==> config.mk <==
export PLATFORM = sky130hd
export DESIGN_NAME = regfile_writeback
export DESIGN_NICKNAME = d
export VERILOG_FILES = /design/src/rtl/regfile_writeback.sv
export SDC_FILE = /design/constraint.sdc
export NUM_CORES = 1
export LEC_CHECK = 0
export ABC_AREA = 1
export CAP_MARGIN = 10
export CORE_MARGIN = 2
export CORE_UTILIZATION = 53
export DETAILED_ROUTE_END_ITERATION = 16
export PLACE_DENSITY = 0.8
export SETUP_SLACK_MARGIN = 0.4
export SLEW_MARGIN = 0
export SYNTH_ARGS = -nofsm -noshare
export SYNTH_HDL_FRONTEND = slang
export SYNTH_SLANG_ARGS = --single-unit
==> constraint.sdc <==
create_clock -name clk -period 3.12 [get_ports clk]
set_input_delay 0.468 -clock clk [delete_from_list [all_inputs] [get_ports clk]]
set_output_delay 0.468 -clock clk [all_outputs]
set_load 0.02 [all_outputs]
==> src/rtl/regfile_writeback.sv <==
// Write-back front end: merges ALU and load results into a small in-order queue
// and drains it onto the register file's single write port, one entry per cycle.
module regfile_writeback #(
    parameter int WORD  = 32,   // CPU word length
    parameter int ADDR  = 5,    // log2 of the word length, matches register file addressing
    parameter int DEPTH = 4     // power of two, at least 2
) (
    input  logic                      clk,
    input  logic                      rst,
    input  logic                      alu_valid,
    output logic                      alu_ready,
    input  logic [ADDR-1:0]           alu_addr,
    input  logic [WORD-1:0]           alu_data,
    input  logic                      mem_valid,
    output logic                      mem_ready,
    input  logic [ADDR-1:0]           mem_addr,
    input  logic [WORD-1:0]           mem_data,
    output logic                      rf_en,
    output logic [ADDR-1:0]           rf_addr,
    output logic [WORD-1:0]           rf_data,
    input  logic [ADDR-1:0]           query_addr,
    output logic                      query_hit,
    output logic [$clog2(DEPTH):0]    count
);

    localparam int PW = $clog2(DEPTH);
    localparam int CW = PW + 1;

    typedef struct packed {
        logic [ADDR-1:0] addr;
        logic [WORD-1:0] data;
    } entry_t;

    entry_t          r_queue [DEPTH];
    logic [PW-1:0]   r_head;
    logic [PW-1:0]   r_tail;
    logic [CW-1:0]   r_count;
    logic            r_last_mem;

    logic            w_space;
    logic            w_alu_grant;
    logic            w_mem_grant;
    logic            w_alu_push;
    logic            w_mem_push;
    logic            w_push;
    logic            w_pop;
    entry_t          w_push_entry;
    entry_t          w_head_entry;
    logic            w_hit;

    // A producer's grant looks only at the other producer's valid, so ready never
    // depends on its own valid; at most one transfer can happen per cycle.
    always_comb begin
        w_space      = (r_count < CW'(DEPTH));
        w_alu_grant  = w_space && (!mem_valid || r_last_mem);
        w_mem_grant  = w_space && (!alu_valid || !r_last_mem);
        w_alu_push   = alu_valid && w_alu_grant;
        w_mem_push   = mem_valid && w_mem_grant;
        w_push       = w_alu_push || w_mem_push;
        w_push_entry = w_mem_push ? entry_t'{mem_addr, mem_data} : entry_t'{alu_addr, alu_data};
        w_pop        = (r_count != '0);
        w_head_entry = r_queue[r_head];
    end

    // Reset gates only the outputs so the readies read 0 while reset is held.
    assign alu_ready = rst && w_alu_grant;
    assign mem_ready = rst && w_mem_grant;
    assign rf_en     = w_pop;
    assign rf_addr   = w_pop ? w_head_entry.addr : '0;
    assign rf_data   = w_pop ? w_head_entry.data : '0;
    assign count     = r_count;

    // NOTE: every variable driven in always_comb gets a default first, so no latch is inferred.
    always_comb begin
        w_hit = 1'b0;
        for (int i = 0; i < DEPTH; i++) begin
            if ((CW'(PW'(i) - r_head) < r_count) && (r_queue[i].addr == query_addr)) begin
                w_hit = 1'b1;
            end
        end
    end

    assign query_hit = w_hit;

    // NOTE: queue storage has no reset; occupancy is defined by r_count alone, which keeps the RAM reset-free.
    always_ff @(posedge clk) begin
        if (w_push) begin
            r_queue[r_tail] <= w_push_entry;
        end
    end

    // NOTE: sequential state uses non-blocking assignments so every flop samples pre-edge values.
    always_ff @(posedge clk or negedge rst) begin
        if (!rst) begin
            r_head     <= '0;
            r_tail     <= '0;
            r_count    <= '0;
            r_last_mem <= 1'b1;
        end else begin
            if (w_push) begin
                r_tail     <= r_tail + PW'(1);
                r_last_mem <= w_mem_push;
            end
            if (w_pop) begin
                r_head <= r_head + PW'(1);
            end
            case ({w_push, w_pop})
                2'b10:   r_count <= r_count + CW'(1);
                2'b01:   r_count <= r_count - CW'(1);
                default: r_count <= r_count;
            endcase
        end
    end

endmodule

==> results by group, run 1 <==
Logic synthesis
  • Synthesized area per cell: 11.3 sq um
  • Yosys cell types: 28
  • Ys Warns: 0
  • Post-synth top flop: edfxtp_1
  • Post-synth EDFFs: 148
  • Sequential area share after synthesis: 64.1%
  • Net Count, Synth: 739
  • Post-synthesis async set-or-reset flop share: 5.13%
  • Number of synthesized register bits: 156
  • Post-synthesis instance total: 641
  • Synth Cell Area: 7250 sq um

Floorplanning
  • Core area: 13,300 sq um
  • Initial core utilization: 54.5%
  • IO Count: 127
  • Full die area: 14,600 sq um
  • Die span in x: 121 um
  • Die height: 121 um
  • Num rows: 42

Min path
  • Worst Hold Class: primary input to asynchronous set/reset pin

Flow run
  • Max_cap viols: 0

CTS
  • Max H-tree Level: 4
  • Max clock buf depth: 2
  • Hold buffers post-CTS: 0
  • Num CTS Buffers: 17
  • Root Buffer: clkbuf_16
  • Clk slew on worst S/H paths: 0.06 ns
  • Clk sink count: 156
  • CTS tree: yes
  • Worst skew pair latency: 0.42 ns

Critical path
  • Worst path arrival time: 2.18 ns
  • Crit-path slowest cell: clkdlybuf4s50_1
  • Req. time, crit path: 2.65 ns
  • Crit Path Class: flop to output pin
  • Setup crit end kind: output pin
  • Crit Path Max Fanout: 34
  • Crit path launch type: flop
  • Crit path cell chain: buf_4 -> nor2_1 -> o21ai_0 -> a21oi_1 -> clkdlybuf4s50_1
  • CP max stage delay: 0.62 ns

Power and ir drop
  • Seq pwr share: 32.4%
  • P_leak: 3.72 nW
  • PwrDens: 1020 nW/um^2
  • Sw frac: 39.0%
  • Worst VDD drop: 0.500 mV
  • Combinational Power Share: 46.7%
  • Clock power frac: 20.9%
  • Switch Pwr: 0.00374 W
  • Int Power: 0.00584 W

Global route
  • GRT Overall Usage: 22.9%
  • Number of global-route vias before repair: 5,298
  • Pin count of the biggest net entering global routing: 42
  • Initial antenna violation count: 1
  • Grt total ovfl: 0
  • First-pass GRT wire length: 25,700 um

STA
  • Max-slew violation count: 0
  • Crit share post-route: 84.9%
  • Fin Setup TNS: 0 ns
  • Shortest period the worst path allows: 2.65 ns
  • Clk_skew: 0.0133 ns
  • RSZ-0062 raised after global routing: yes
  • Actual transition at the worst max-transition pin: 0.647 ns
  • Maximum clock rate: 377 MHz
  • Slew headroom: 56.8%
  • Final Setup Violations: 0
  • Setup ws final: 0.471 ns
  • Hold Fails Final Rpt: 0

Route
  • Vias per cell: 5.43
  • Starting DRT DRC Count: 572
  • Routed wl met2: 8650 um
  • Routed WL: 16,600 um
  • Detail Route Antenna Nets: 0
  • DRT met1 WL: 6470 um
  • # DRC: 0
  • Metal3 WL: 1290 um
  • First-pass iteration count of the detailed router: 6
  • Via count: 5,226
  • Wire per inst: 17.2 um
  • Highest routed metal layer: met4

Finish
  • Register area: 4650 sq um
  • Layout cells sized above 1: 12.8%
  • Layout area overhead: 29.7%
  • Most common cell after layout, fill and taps aside: nor2_1
  • Most frequent cells in the layout: 149 x nor2_1, 148 x edfxtp_1, 97 x clkdlybuf4s50_1
  • FILL cells: 899
  • Fin nets: 871
  • Multi-input gate area: 2290 sq um

Placement
  • I/O Buffers: 126
  • Routability Congestion: 0.873
  • Post-DP HPWL: 10,400 um
  • Post-place setup slack: 0.276 ns

Status
  • Status: finished clean
-- flip-flops by register name (all words and copies together) (netlist names) --
register,count
r_tail,2
r_head,2
count,3
r_queue,148
r_last_mem,1
-- worst paths after layout --
check / from / endpoint / slack, ns / depth (start not counted)
min: rst / r_tail[0] / 0.33 / 2
min reg2reg: r_last_mem / r_last_mem / 0.52 / 2
max: r_head[1] / rf_data[27] / 0.47 / 5
max reg2reg: count[2] / count[2] / 0.97 / 8
min in group clk: r_last_mem / r_last_mem / 0.52 / 2
max in group asynchronous: rst / r_last_mem / 2.58 / 2
-- cell usage after synthesis, types with 7 or more instances --
cell	number	share of area (%)
a21oi_1	51	3.5
dfrtp_1	7	2.4
ha_1	14	2.4
mux2_4	19	3.9
buf_2	12	0.83
o21ai_0	82	5.7
nand2_1	55	2.8
inv_1	41	2.1
clkbuf_1	8	0.41
mux2_2	18	2.8
edfxtp_1	148	61
nor2_1	153	7.9
-- logic make-up (layout without fill, tap and decap cells) --
family	Yosys count	in the layout	synth area share (%)
AO/OA/AOI/OAI	137	137	9.62
adder cells (fa/ha/maj)	15	15	2.69
other	0	1	0
XOR/XNOR	7	7	0.846
flip-flops	156	156	64.1
buffers and inverters	76	221	4.76
multiplexers	37	37	6.73
AND/OR/NAND/NOR	213	213	11.3
-- stage by stage --
step,utilization (%),area (sq um),instances,hold slack [ns],power [W]
after floorplan,-,7250,641,0.172,0.00583
after global placement,65.8,8740,928,0.500,0.00746
after detailed placement,65.8,8740,928,0.511,0.00762
after CTS,70.4,9360,962,0.321,0.00962
after global routing,70.7,9400,963,0.339,0.0101
final,70.7,9400,963,0.333,0.00958
-- layout make-up --
cell class                 instances  area share [%]
clock buffer                      20            4.64
clock inverter                    12            1.49
multi-input combinational        409            24.4
timing repair buffer             146            16.0
sequential                       156            49.4
tap                              176            2.34
inverter                          43            1.72
antenna                            1          0.0266
-- routing by layer --
| metal | GRT usage [%] | vias to the layer above |
|---|---|---|
| met3 | 5.36 | 18 |
| met2 | 40.8 | 242 |
| met1 | 27.5 | 2498 |
| met4 | 7.34 | 0 |
| li1 | - | 2468 |
| met5 | 0 | - |
-- repair_timing --
action	CTS	global route
buffers inserted	2	0
resized for setup	26	22
setup endpoints to repair	38	23
-- power groups by stage --
stage | clock network, W | registers (W) | logic (W)
after global routing | 0.00210 | 0.00314 | 0.00487
final | 0.00201 | 0.00310 | 0.00447
after floorplan | 0 | 0.00312 | 0.00271
after CTS | 0.00201 | 0.00310 | 0.00451
after global placement | 0 | 0.00312 | 0.00434
after detailed placement | 0 | 0.00315 | 0.00447
-- critical path, delay by kind of cell (launching register included) --
kind                   cells  cell delay, ns
AND/OR/NAND/NOR            1            0.16
AO/OA/AOI/OAI              2            0.27
flip-flops                 1            0.42
buffers and inverters      2            0.90
(Power assumes the default switching activity.)
==> inputs of run 2 (changes only) <==
==> constraint.sdc (replaced) <==
create_clock -name clk -period 2.8 [get_ports clk]
set_input_delay 0.42 -clock clk [delete_from_list [all_inputs] [get_ports clk]]
set_output_delay 0.42 -clock clk [all_outputs]
set_load 0.02 [all_outputs]
==> results by group, run 2 (same netlist as run 1, synthesis figures left out) <==
Status
  • Status: finished clean

STA
  • RSZ-0062 raised after global routing: yes
  • Hold Fails Final Rpt: 0 (unchanged)
  • Clk_skew: 0.0117 ns (-0.00163 ns)
  • Fin Setup TNS: 0 ns (unchanged)
  • Actual transition at the worst max-transition pin: 0.367 ns (-0.280 ns)
  • Hold slack: 0.316 ns (-0.0170 ns)
  • Maximum clock rate: 405 MHz
  • Shortest period the worst path allows: 2.47 ns
  • Slew headroom: 75.5% (+19 points)
  • Final Setup Violations: 0 (unchanged)
  • Crit share post-route: 88.1%
  • Max-slew violation count: 0 (unchanged)

Floorplanning
  • Die height: 121 um (unchanged)
  • Full die area: 14,600 sq um (unchanged)
  • IO Count: 127 (unchanged)
  • Die span in x: 121 um (unchanged)
  • Initial core utilization: 54.5% (unchanged)
  • Core area: 13,300 sq um (unchanged)
  • Num rows: 42 (unchanged)

Route
  • Via count: 5,448 (+4.2%)
  • Wire per inst: 18.6 um (+7.8%)
  • Routed WL: 18,100 um (+8.9%)
  • Starting DRT DRC Count: 586 (+2.4%)
  • Detail Route Antenna Nets: 0 (unchanged)
  • Vias per cell: 5.60 (+3.2%)
  • First-pass iteration count of the detailed router: 6 (unchanged)
  • # DRC: 0 (unchanged)

Placement
  • Number of placed instances, taps included: 929 (+0.11%)
  • I/O Buffers: 126 (unchanged)
  • Post-DP HPWL: 10,300 um (-1.1%)
  • DP Area: 8780 sq um (+0.37%)
  • Routability Congestion: 0.885 (+1.3%)

Critical path
  • Req. time, crit path: 2.38 ns (-0.27 ns)
  • Worst path arrival time: 2.05 ns (-0.13 ns)
  • Crit-path slowest cell: dfrtp_2
  • Setup crit end kind: output pin
  • CP top delay family: adder cells
  • Crit Path Class: flop to output pin
  • CP max stage delay: 0.42 ns (-0.20 ns)
  • CP most frequent cell: nand2_1
  • Worst path buffer plus inverter count: 3 (+1)
  • Crit Path Max Fanout: 3 (-91%)
  • Crit path cell chain: inv_4 -> ha_4 -> inv_4 -> ha_4 -> nand2_2 -> nand2_1 -> nand2_1 -> nand2_1 -> nor2_1 -> nor2_1 -> nand2_1 -> buf_6
  • Crit path launch type: flop

Finish
  • Layout cells sized above 1: 19.3% (+6.5 points)
  • Layout area overhead: 31.5%
  • Number of flip-flops in the largest register: 148 (unchanged)
  • Finished Cell Area: 9530 sq um (+1.3%)
  • Fin cells: 973 (+1.0%)
  • Fin nets: 883 (+1.4%)
  • Most frequent cells in the layout: 149 x nor2_1, 148 x edfxtp_1, 87 x clkdlybuf4s50_1
  • ANT cells: 0 (-1)
  • FILL cells: 866 (-3.7%)
  • Biggest register: r_queue
  • Most common cell after layout, fill and taps aside: nor2_1

Global route
  • Pin count of the biggest net entering global routing: 39 (-7.1%)
  • GRT Overall Usage: 24.9% (+1.9 points)
  • Initial antenna violation count: 0 (-1)
  • Grt total ovfl: 0 (unchanged)
  • First-pass GRT wire length: 27,700 um (+8.0%)
  • Number of global-route vias before repair: 5,653 (+6.7%)

CTS
  • CTS tree: yes
  • Num CTS Buffers: 17 (unchanged)
  • Clk sink count: 156 (unchanged)
  • Root Buffer: clkbuf_16
  • Max H-tree Level: 4 (unchanged)
  • Max clock buf depth: 2 (unchanged)
  • Worst skew pair latency: 0.42 ns (about the same)
  • Clk slew on worst S/H paths: 0.06 ns (about the same)

Power and ir drop
  • Int Power: 0.00666 W (+14%)
  • Clock power frac: 20.4% (-0.5 points)
  • Combinational Power Share: 48.5% (+1.8 points)
  • P_leak: 3.68 nW (-1.1%)
  • Seq pwr share: 31.1% (-1.3 points)
  • Switch Pwr: 0.00446 W (+19%)
  • Worst VDD drop: 0.590 mV (+18%)
  • Sw frac: 40.1% (+1.1 points)
  • Total power: 0.0111 W (+16%)
  • PwrDens: 1170 nW/um^2 (+15%)

Min path
  • Worst Hold Class: primary input to asynchronous set/reset pin

Flow run
  • Max_cap viols: 0 (unchanged)
## run 2: worst paths after layout
kind                       startpoint          to  slack, ns  cells past startpoint
max in group asynchronous         rst  r_last_mem       2.28                      2
hold / removal                    rst    count[2]       0.32                      2
setup / recovery            r_head[0]   query_hit       0.33                     12
hold reg to reg            r_last_mem  r_last_mem       0.52                      2
min in group clk           r_last_mem  r_last_mem       0.52                      2
setup reg to reg             count[2]    count[2]       0.79                      9
## run 2: metal layers
| layer | GRT usage, % | wire length, um | up-vias | share of wire [%] |
|---|---|---|---|---|
| met4 | 9.16 | 195 | 0 | 1.1 |
| met3 | 5.36 | 1610 | 20 | 8.9 |
| met1 | 29.7 | 6890 | 2599 | 38 |
| met2 | 44.1 | 9370 | 327 | 52 |
| li1 | - | - | 2502 | - |
| met5 | 0 | 0 | - | 0 |
## run 2: stage by stage
step	utilization, %	worst slack, ns
floorplan	-	0.0293
global placement	66.0	0.255
detailed placement	66.0	0.197
CTS	71.5	0.279
global route	71.7	0.244
finish	71.7	0.334
## run 2: layout make-up
type                            count  area, sq um  area share (%)
Sequential cell                   156         4650            48.8
Multi-Input combinational cell    409         2340            24.6
Timing Repair Buffer              158         1570            16.4
Clock buffer                       17          425            4.46
Tap cell                          176          220            2.31
Inverter                           43          169            1.77
Clock inverter                     14          159            1.67
## run 2: what timing repair did
| action | 4_1_cts | 5_1_grt |
|---|---|---|
| hold buffers | 0 | 0 |
| resized for setup | 100 | 56 |
| setup endpoints to repair | 39 | 34 |
| pin swaps | 3 | 22 |
| buffers inserted | 2 | 6 |
| cloned | 3 | 2 |
## run 2: worst reg2reg max path: cells and delay by family, from the launching register on
family | cells | cell delay, ns
AOI/OAI and AO/OA | 2 | 0.29
xor gates and xnor gates | 1 | 0.16
adders and majority gates | 2 | 0.55
buffers and inverters | 3 | 0.34
DFF | 1 | 0.47
and+or+nand+nor | 1 | 0.07
## run 2: power by group through the flow
stage          Combinational, W  Sequential (W)  Clock [W]
4_1_cts                 0.00522         0.00344    0.00228
3_5_place_dp            0.00509         0.00349          0
5_1_grt                 0.00583         0.00349    0.00238
3_3_place_gp            0.00494         0.00346          0
6_report                0.00539         0.00345    0.00227
2_1_floorplan           0.00301         0.00348          0
